## config.mk

```make
export PLATFORM = sky130hd
export DESIGN_NAME = input_conditioner
export DESIGN_NICKNAME = d
export VERILOG_FILES = /design/src/rtl/cond_pkg.sv /design/src/rtl/sync_chain.sv /design/src/rtl/input_conditioner.sv
export SDC_FILE = /design/constraint.sdc
export NUM_CORES = 1
export LEC_CHECK = 0
export ABC_CLOCK_PERIOD_IN_PS = 2150
export CORE_MARGIN = 2
export CORE_UTILIZATION = 49
export DETAILED_ROUTE_END_ITERATION = 6
export PLACE_DENSITY = 0.78
export SYNTH_ARGS = -nofsm -noshare
export SYNTH_HDL_FRONTEND = slang
export SYNTH_SLANG_ARGS = --single-unit
```

## constraint.sdc

```tcl
create_clock -name clk -period 2.15 [get_ports clk]
set_clock_uncertainty 0.1 [all_clocks]
set_input_delay 0.43 -clock clk [delete_from_list [all_inputs] [get_ports clk]]
set_output_delay 0.43 -clock clk [all_outputs]
set_load 0.05 [all_outputs]
```

## src/rtl/cond_pkg.sv

```systemverilog
`default_nettype none
// ============================================================================
// Module      : cond_pkg
// Description : Types and constants shared by the input conditioning blocks:
//               the debounce FSM state type and the glitch counter
//               width and saturation limit.
// Revision    : 1.0 - initial release
// ============================================================================
package cond_pkg;

  typedef enum logic [0:0] {
    STABLE = 1'b0,
    CHECK  = 1'b1
  } cond_state_t;

  localparam int          GLITCH_W   = 8;
  localparam logic [7:0]  GLITCH_MAX = 8'hFF;

endpackage : cond_pkg
`default_nettype wire

```

## src/rtl/sync_chain.sv

```systemverilog
`default_nettype none
// ============================================================================
// Module      : sync_chain
// Description : Shift-register synchroniser for one asynchronous level.
//               Every stage resets to RST_VAL.
//   clk   in  1  : destination clock
//   reset in  1  : asynchronous, active-high reset
//   d     in  1  : asynchronous input level
//   q     out 1  : synchronised level (last stage)
// Revision    : 1.0 - initial release
// ============================================================================
module sync_chain #(
  parameter int   STAGES  = 2,
  parameter logic RST_VAL = 1'b0
) (
  input  logic clk,
  input  logic reset,
  input  logic d,
  output logic q
);

  logic [STAGES-1:0] stage_q;

  genvar gi;
  generate
    for (gi = 0; gi < STAGES; gi++) begin : g_stage
      if (gi == 0) begin : g_first
        always_ff @(posedge clk or posedge reset) begin
          if (reset) stage_q[gi] <= RST_VAL;
          else       stage_q[gi] <= d;
        end
      end else begin : g_next
        always_ff @(posedge clk or posedge reset) begin
          if (reset) stage_q[gi] <= RST_VAL;
          else       stage_q[gi] <= stage_q[gi-1];
        end
      end
    end
  endgenerate

  assign q = stage_q[STAGES-1];

endmodule : sync_chain
`default_nettype wire

```

## src/rtl/input_conditioner.sv

```systemverilog
`default_nettype none
// ============================================================================
// Module      : input_conditioner
// Description : Synchronises, debounces and edge-detects one asynchronous
//               input level. A new level is accepted only after it has been
//               seen for DEBOUNCE_CYCLES consecutive samples; shorter
//               excursions are counted as glitches (saturating).
//   clk          in  1 : clock
//   reset        in  1 : asynchronous, active-high reset
//   d_i          in  1 : raw asynchronous input
//   clr_i        in  1 : synchronous clear of glitch_cnt_o
//   q_o          out 1 : debounced, registered level
//   rise_o       out 1 : one-cycle pulse on q_o 0->1
//   fall_o       out 1 : one-cycle pulse on q_o 1->0
//   busy_o       out 1 : high while a level change is being qualified
//   glitch_cnt_o out 8 : rejected level changes, saturates at 255
// Revision    : 1.0 - initial release
// ============================================================================
module input_conditioner
  import cond_pkg::*;
#(
  parameter int   SYNC_STAGES     = 2,
  parameter int   DEBOUNCE_CYCLES = 16,
  parameter logic RESET_LEVEL     = 1'b0
) (
  input  logic                clk,
  input  logic                reset,
  input  logic                d_i,
  input  logic                clr_i,
  output logic                q_o,
  output logic                rise_o,
  output logic                fall_o,
  output logic                busy_o,
  output logic [GLITCH_W-1:0] glitch_cnt_o
);

  localparam int            CNT_W     = $clog2(DEBOUNCE_CYCLES);
  localparam logic [CNT_W-1:0] CNT_ONE  = CNT_W'(1);
  localparam logic [CNT_W-1:0] CNT_LAST = CNT_W'(DEBOUNCE_CYCLES - 1);

  localparam logic [0:0] ST_STABLE = STABLE;
  localparam logic [0:0] ST_CHECK  = CHECK;

  // The FSM's own registers form the final register stage, so the chain
  // ahead of it is one shorter than SYNC_STAGES: s changes after edge
  // SYNC_STAGES-1 counted from the edge that first captures d_i.
  localparam int SYNC_DEPTH = SYNC_STAGES - 1;

  logic s;

  logic [0:0]          state_q,  state_d;
  logic [CNT_W-1:0]    cnt_q,    cnt_d;
  logic                q_q,      q_d;
  logic                rise_q,   rise_d;
  logic                fall_q,   fall_d;
  logic                busy_q,   busy_d;
  logic [GLITCH_W-1:0] glitch_q, glitch_d;
  logic                glitch_inc;

  sync_chain #(
    .STAGES  (SYNC_DEPTH),
    .RST_VAL (RESET_LEVEL)
  ) u_sync (
    .clk   (clk),
    .reset (reset),
    .d     (d_i),
    .q     (s)
  );

  // Debounce FSM. In CHECK a reversion takes priority over acceptance, so
  // a level that drops back on the very sample that would have completed
  // the window is still a glitch.
  always_comb begin
    state_d    = state_q;
    cnt_d      = cnt_q;
    q_d        = q_q;
    rise_d     = 1'b0;
    fall_d     = 1'b0;
    glitch_inc = 1'b0;

    case (state_q)
      ST_STABLE: begin
        if (s != q_q) begin
          state_d = ST_CHECK;
          cnt_d   = CNT_ONE;
        end
      end
      ST_CHECK: begin
        if (s == q_q) begin
          state_d    = ST_STABLE;
          cnt_d      = '0;
          glitch_inc = 1'b1;
        end else if (cnt_q == CNT_LAST) begin
          q_d     = s;
          rise_d  = s;
          fall_d  = ~s;
          state_d = ST_STABLE;
          cnt_d   = '0;
        end else begin
          cnt_d = cnt_q + CNT_ONE;
        end
      end
      default: begin
        state_d = ST_STABLE;
        cnt_d   = '0;
      end
    endcase

    busy_d = (state_d == ST_CHECK);
  end

  // Clear beats a simultaneous increment; the counter holds at its maximum.
  always_comb begin
    glitch_d = glitch_q;
    if (clr_i) begin
      glitch_d = '0;
    end else if (glitch_inc && (glitch_q != GLITCH_MAX)) begin
      glitch_d = glitch_q + GLITCH_W'(1);
    end
  end

  always_ff @(posedge clk or posedge reset) begin
    if (reset) begin
      state_q  <= ST_STABLE;
      cnt_q    <= '0;
      q_q      <= RESET_LEVEL;
      rise_q   <= 1'b0;
      fall_q   <= 1'b0;
      busy_q   <= 1'b0;
      glitch_q <= '0;
    end else begin
      state_q  <= state_d;
      cnt_q    <= cnt_d;
      q_q      <= q_d;
      rise_q   <= rise_d;
      fall_q   <= fall_d;
      busy_q   <= busy_d;
      glitch_q <= glitch_d;
    end
  end

  assign q_o          = q_q;
  assign rise_o       = rise_q;
  assign fall_o       = fall_q;
  assign busy_o       = busy_q;
  assign glitch_cnt_o = glitch_q;

endmodule : input_conditioner
`default_nettype wire

```

* Word level (Yosys, flattened, before mapping)
Index checks and enable logic that the tools add are counted.
** Word-level totals
- Register bits after elaboration :: 17
- Output and inout port bits :: 12
- Word-level logic and storage cells :: 38
- Bits of input ports :: 4
** Operators by class
- $add $sub $neg :: 2
- Mux-type cells :: 18
- Reductions and logical operators :: 3
- Bitwise operators :: 3
- Equality and inequality tests :: 5
** Operators with widths (number)
- 8-bit two-way mux :: 2
- 4-bit two-way mux :: 3
- 1-bit two-way mux :: 11
- 8-bit by 1-bit adder with 8-bit output, second input constant :: 1
- 8-bit inequality test, second input constant :: 1
- 4-bit case mux with 2 select lines :: 1
- 4-bit by 1-bit adder with 4-bit output, second input constant :: 1
- 4-bit equality test, second input constant :: 1
- 1-bit inverter :: 3
- 3-bit AND reduction :: 1
- 2-bit inequality test, second input constant :: 1
- 1-bit case mux with 2 select lines :: 1
- 2-bit nonzero test :: 1
- 1-bit equality test :: 1
- 1-bit logical AND :: 1
- 1-bit inequality test :: 1

* Depth between registers and ports, before layout
- Depth in word-level cells :: 6
- Gate-level depth with buffers :: 6
- Mapped depth without buffers :: 5

* Hierarchy
A second synthesis with hierarchy kept.
** Unflattened totals
- Cells, all modules :: 78
- Area total of the unflattened synthesis :: 823.3 um2
** Modules (own cells, without submodules)
- input_conditioner :: area an instance 794.5 um2, cells each 76, seq. area each 400.4 um2, times used 1
- sync_chain :: area an instance 28.8 um2, cells each 2, seq. area each 25.0 um2, times used 1

* Worst setup path after synthesis
OpenSTA, ideal clock, no wires.
- Path kind :: reg2reg
- Start point :: reg glitch_q[0] (netlist: glitch_cnt_o[0])
- End point :: reg glitch_q[4] (netlist: glitch_cnt_o[4])
- Path slack :: 0.221 ns
- Data arrival time :: 1.751 ns
- Stages on the path, launching flop included :: 7
- Library setup time :: 0.078 ns
- Path buffers :: 1
- Clock period less this slack :: 1.929 ns
- Required time :: 1.972 ns
- Cell sequence :: dfrtp_1 ha_1 nand3_1 o211ai_2 buf_6 or3_1 a21oi_1
** On the way
- Cells in the longest elaborated chain, start to end :: 3
- Elaborated cells between the ends (all ways) :: 6
- Classes of those cells :: add/sub (1); eq/ne (1); mux (2); reduce/logical (2)
** Ends and longest elaborated chain
- from (decl) :: RTL line input_conditioner.sv:57 : logic [GLITCH_W-1:0] glitch_q, glitch_d;
- from (signal assigned) :: RTL line input_conditioner.sv:138 : glitch_q <= glitch_d;
- 8-bit by 1-bit adder with 8-bit output / 8-bit inequality test (equally long branches) :: RTL line input_conditioner.sv:118, input_conditioner.sv:117
- 8-bit two-way mux / 1-bit logical AND (equally long branches) :: RTL line input_conditioner.sv:117 : end else if (glitch_inc && (glitch_q != GLITCH_MAX)) begin
- 8-bit two-way mux / 2-bit nonzero test (equally long branches)
Several ways; a longest one is shown, not always the timed one. The select of a mux whose other input is x is not followed.
A chain may end at the register's enable or synchronous reset.

* Worst setup path in the final report
- Start point :: reg glitch_q[4] (netlist: glitch_cnt_o[4])
- End point :: out glitch_cnt_o[4]
** RTL lines
- to (decl) :: RTL line input_conditioner.sv:34 : output logic [GLITCH_W-1:0] glitch_cnt_o
No word-level cell between the ends.

==> metrics.md <==
| Metric | Value |
|---|---|
| Synth-to-layout area growth | 21.5% |
| Max transition margin | between 50% and 60% |
| Netlist cell types | 23 |
| Chip width | about 45 um |
| IO Port Bufs | 15 |
| Ranking of synthesized cells by area | dfrtp_1 (52%), a21oi_1 (4.9%), o21ai_0 (4.3%) |
| Synthesized net count | between 80 and 90 |
| Worst Tran Pin Value | ~0.63 ns |
| Ratio of cells with drive above 1 in the final layout | a little under an eighth |
| CTS Hold Buffers Added | 0 |
| Final period util | approximately 100% |
| Global route overflow | 0 |
| Crit Path Class | reg -> out |
| Register area share after synthesis | 51.9% |
| DRT Pass-1 Iters | 4 |
| Internal | about 0.43 mW |
| Number of synthesized register bits | 17 |
| Iteration-0 DRC Markers | 12 |
| Synth area leader | dfrtp_1 |
| Final hold vios | 0 |
| Worst Setup Start Kind | flop |
| Post-Syn Area | between 800 and 900 sq um |
| Crit Path Max Fanout | 6 |
| Min-Delay Path Class | in -> async |
| Max VDD drop | 435 uV |
| Setup TNS | 0 ns |
| CTS Root Cell | clkbuf_4 |
| Pwr Total | just under 0.6 mW |
| Initial antenna violation count | 0 |
| Flop pwr share | 58.8% |
| Combinational Power Share | 11.3% |
| Vias in the first global route | between 600 and 700 |
| Family with the most delay on the worst path | buffers and inverters |
| Cells after Synth | between 70 and 80 |
| Post-DRT Antenna Nets | 0 |
| Max Slew Vio Count | 0 |
| Pleak | 0.449 nW |
| Total core area | roughly 0.0015 sq mm |
| GRT Overall Usage | 18.5% |
| WP buf/inv | 1 |
| Initial Util | between 50 and 60% |
| Clock sink count | 17 |
| TritonCTS buffer count | 3 |
| H-tree levels | 1 |
| DRC errors left | 0 |
| Pwr Density | 586 mW/mm^2 |
| # setup viols final | 0 |
| Final Core Density | about 65% |
| Top-level port count | 16 |
| Drt total wl | between 1500 and 2000 um |
| Maximum clock path buffer count | 2 |
| Clock power frac | a little under a third |
| Stages on the worst setup path | 1 |
| Worst skew pair latency | roughly 0.30 ns |
| DPL Wire Length | between 1000 and 1500 um |
| Net switching power | 0.158 mW |
| First-pass GRT wire length | 2660 um |
| Mean number of vias per cell | 5.94 |
| Max Clock Freq | approximately 0.48 GHz |
| Required time worst endpoint | between 1.5 and 2 ns |
| Final min period | 2.09 ns |
| Die area | 0.00202 sq mm |
| CP Data Arrival Time | between 1.5 and 2 ns |
| Worst-path cell chain | clkdlybuf4s50_1 |
| Syn Area/Cell | 10.6 sq um |
| CTS tree | built |
| Critical Path End Type | output pin |
| GPL Wtd Cong | ~0.74 |
| Slowest stage delay, CP | about 0.83 ns |
| Pin count of the biggest net entering global routing | 18 |
| Via count | between 600 and 700 |
| YS warnings | 0 |
| Rows | 14 |
| Synth top area share | about half |
| R2R depth | 5 |
| CP max stage cell | clkdlybuf4s50_1 |
| Status | finished clean |
| Max_cap viols | 0 |
| Unrepaired setup endpoints after global routing | false |
| # diodes | 0 |
| Nets | approximately 100 |
| Clk slew on worst S/H paths | 0.10 ns |
| WL/cell | 13.7 um |
| Die height | around 45 um |
| Switching part of the total | a little over a quarter |
-- per-layer routing --
layer  part of all wire [%]  up-vias  track usage, %
met3                    3.6        5            2.40
met1                     45      309            24.1
li1                       -      320               -
met5                      0        -               0
met2                     48       19            28.7
met4                    3.0        0            12.9
-- stage by stage --
step,cell area [sq um],instances,hold WS [ns],setup slack (ns)
detailed placement,963,106,0.424,0.289
global placement,963,106,0.396,0.322
finish,996,110,0.399,0.0554
global route,996,110,0.473,0.0173
floorplan,820,77,0.256,0.221
CTS,991,110,0.423,0.0128
-- cells by family after synthesis --
| family | share of synthesized area [%] |
|---|---|
| simple gates | 19.1 |
| compound gates | 14.5 |
| flops | 51.9 |
| buf+inv | 3.51 |
| xor+xnor | 4.12 |
| mux | 3.82 |
| fa+ha+maj | 3.05 |
-- synth_stat cells, drive strengths merged --
cell / instances
o31ai: 3
or4: 3
o21ai: 7
clkdlybuf4s25: 1
nand3: 6
inv: 2
nor2: 4
mux2i: 2
nand4: 2
xnor2: 1
or3: 3
o211ai: 1
nor3b: 3
ha: 2
a21oi: 8
a31o: 1
mux2: 1
buf: 1
and2: 3
xor2: 2
nand2: 4
dfrtp: 17
-- cell type report --
type / count / area [sq um]
multi-input cells: 56 / 365
well taps: 16 / 20.0
fillers: 135 / 546
clock inverters: 1 / 5.00
flip-flops and latches: 17 / 425
inverters: 2 / 7.51
repair buffers: 15 / 150
clock buffers: 3 / 22.5
-- repair_timing --
| action | in CTS | in global routing |
|---|---|---|
| resized for setup | 0 | 2 |
| setup buffers | 0 | 0 |
| endpoints found under the setup margin | 0 | 2 |
-- final timing paths --
kind                                                   from                     endpoint  slack, ns
worst max-delay path            glitch_cnt_o[4]$_DFFE_PP0P_              glitch_cnt_o[4]       0.06
min in group clk                       cnt_q[3]$_DFFE_PP0P_         cnt_q[3]$_DFFE_PP0P_       0.44
max in group asynchronous                             reset  glitch_cnt_o[7]$_DFFE_PP0P_       1.15
worst min register to register         cnt_q[3]$_DFFE_PP0P_         cnt_q[3]$_DFFE_PP0P_       0.44
worst min-delay path                                  reset              q_o$_DFFE_PP0P_       0.40
worst max register to register  glitch_cnt_o[0]$_DFFE_PP0P_  glitch_cnt_o[7]$_DFFE_PP0P_       0.26
-- sequential cells by signal, summed over array words and instances, names as in the netlist --
name and count:
cnt_q 4, rise_o 1, q_o 1, glitch_cnt_o 8, u_sync.q 1, fall_o 1, busy_o 1
-- power groups by stage --
stage	clock, mW	combinational, mW	sequential, mW
floorplan	0	0.0389	0.358
global placement	0	0.0652	0.348
detailed placement	0	0.0670	0.349
CTS	0.185	0.0671	0.343
global route	0.187	0.0742	0.345
finish	0.175	0.0658	0.343
-- cell usage in the layout, fill, tap and decap left out, drive strengths merged, types with 2 or more instances in the layout --
master         synthesis  layout
clkbuf                 0       3
buf                    1       2
dfrtp                 17      17
a21oi                  8       8
nand4                  2       2
o21ai                  7       7
nand3                  6       6
o31ai                  3       3
dlymetal6s2s           0       2
or3                    3       3
and2                   3       3
nand2                  4       4
clkdlybuf4s50          0      11
inv                    2       2
ha                     2       2
xor2                   2       2
or4                    3       3
mux2i                  2       2
nor3b                  3       3
nor2                   4       4
Power figures use the tool's default switching activity.
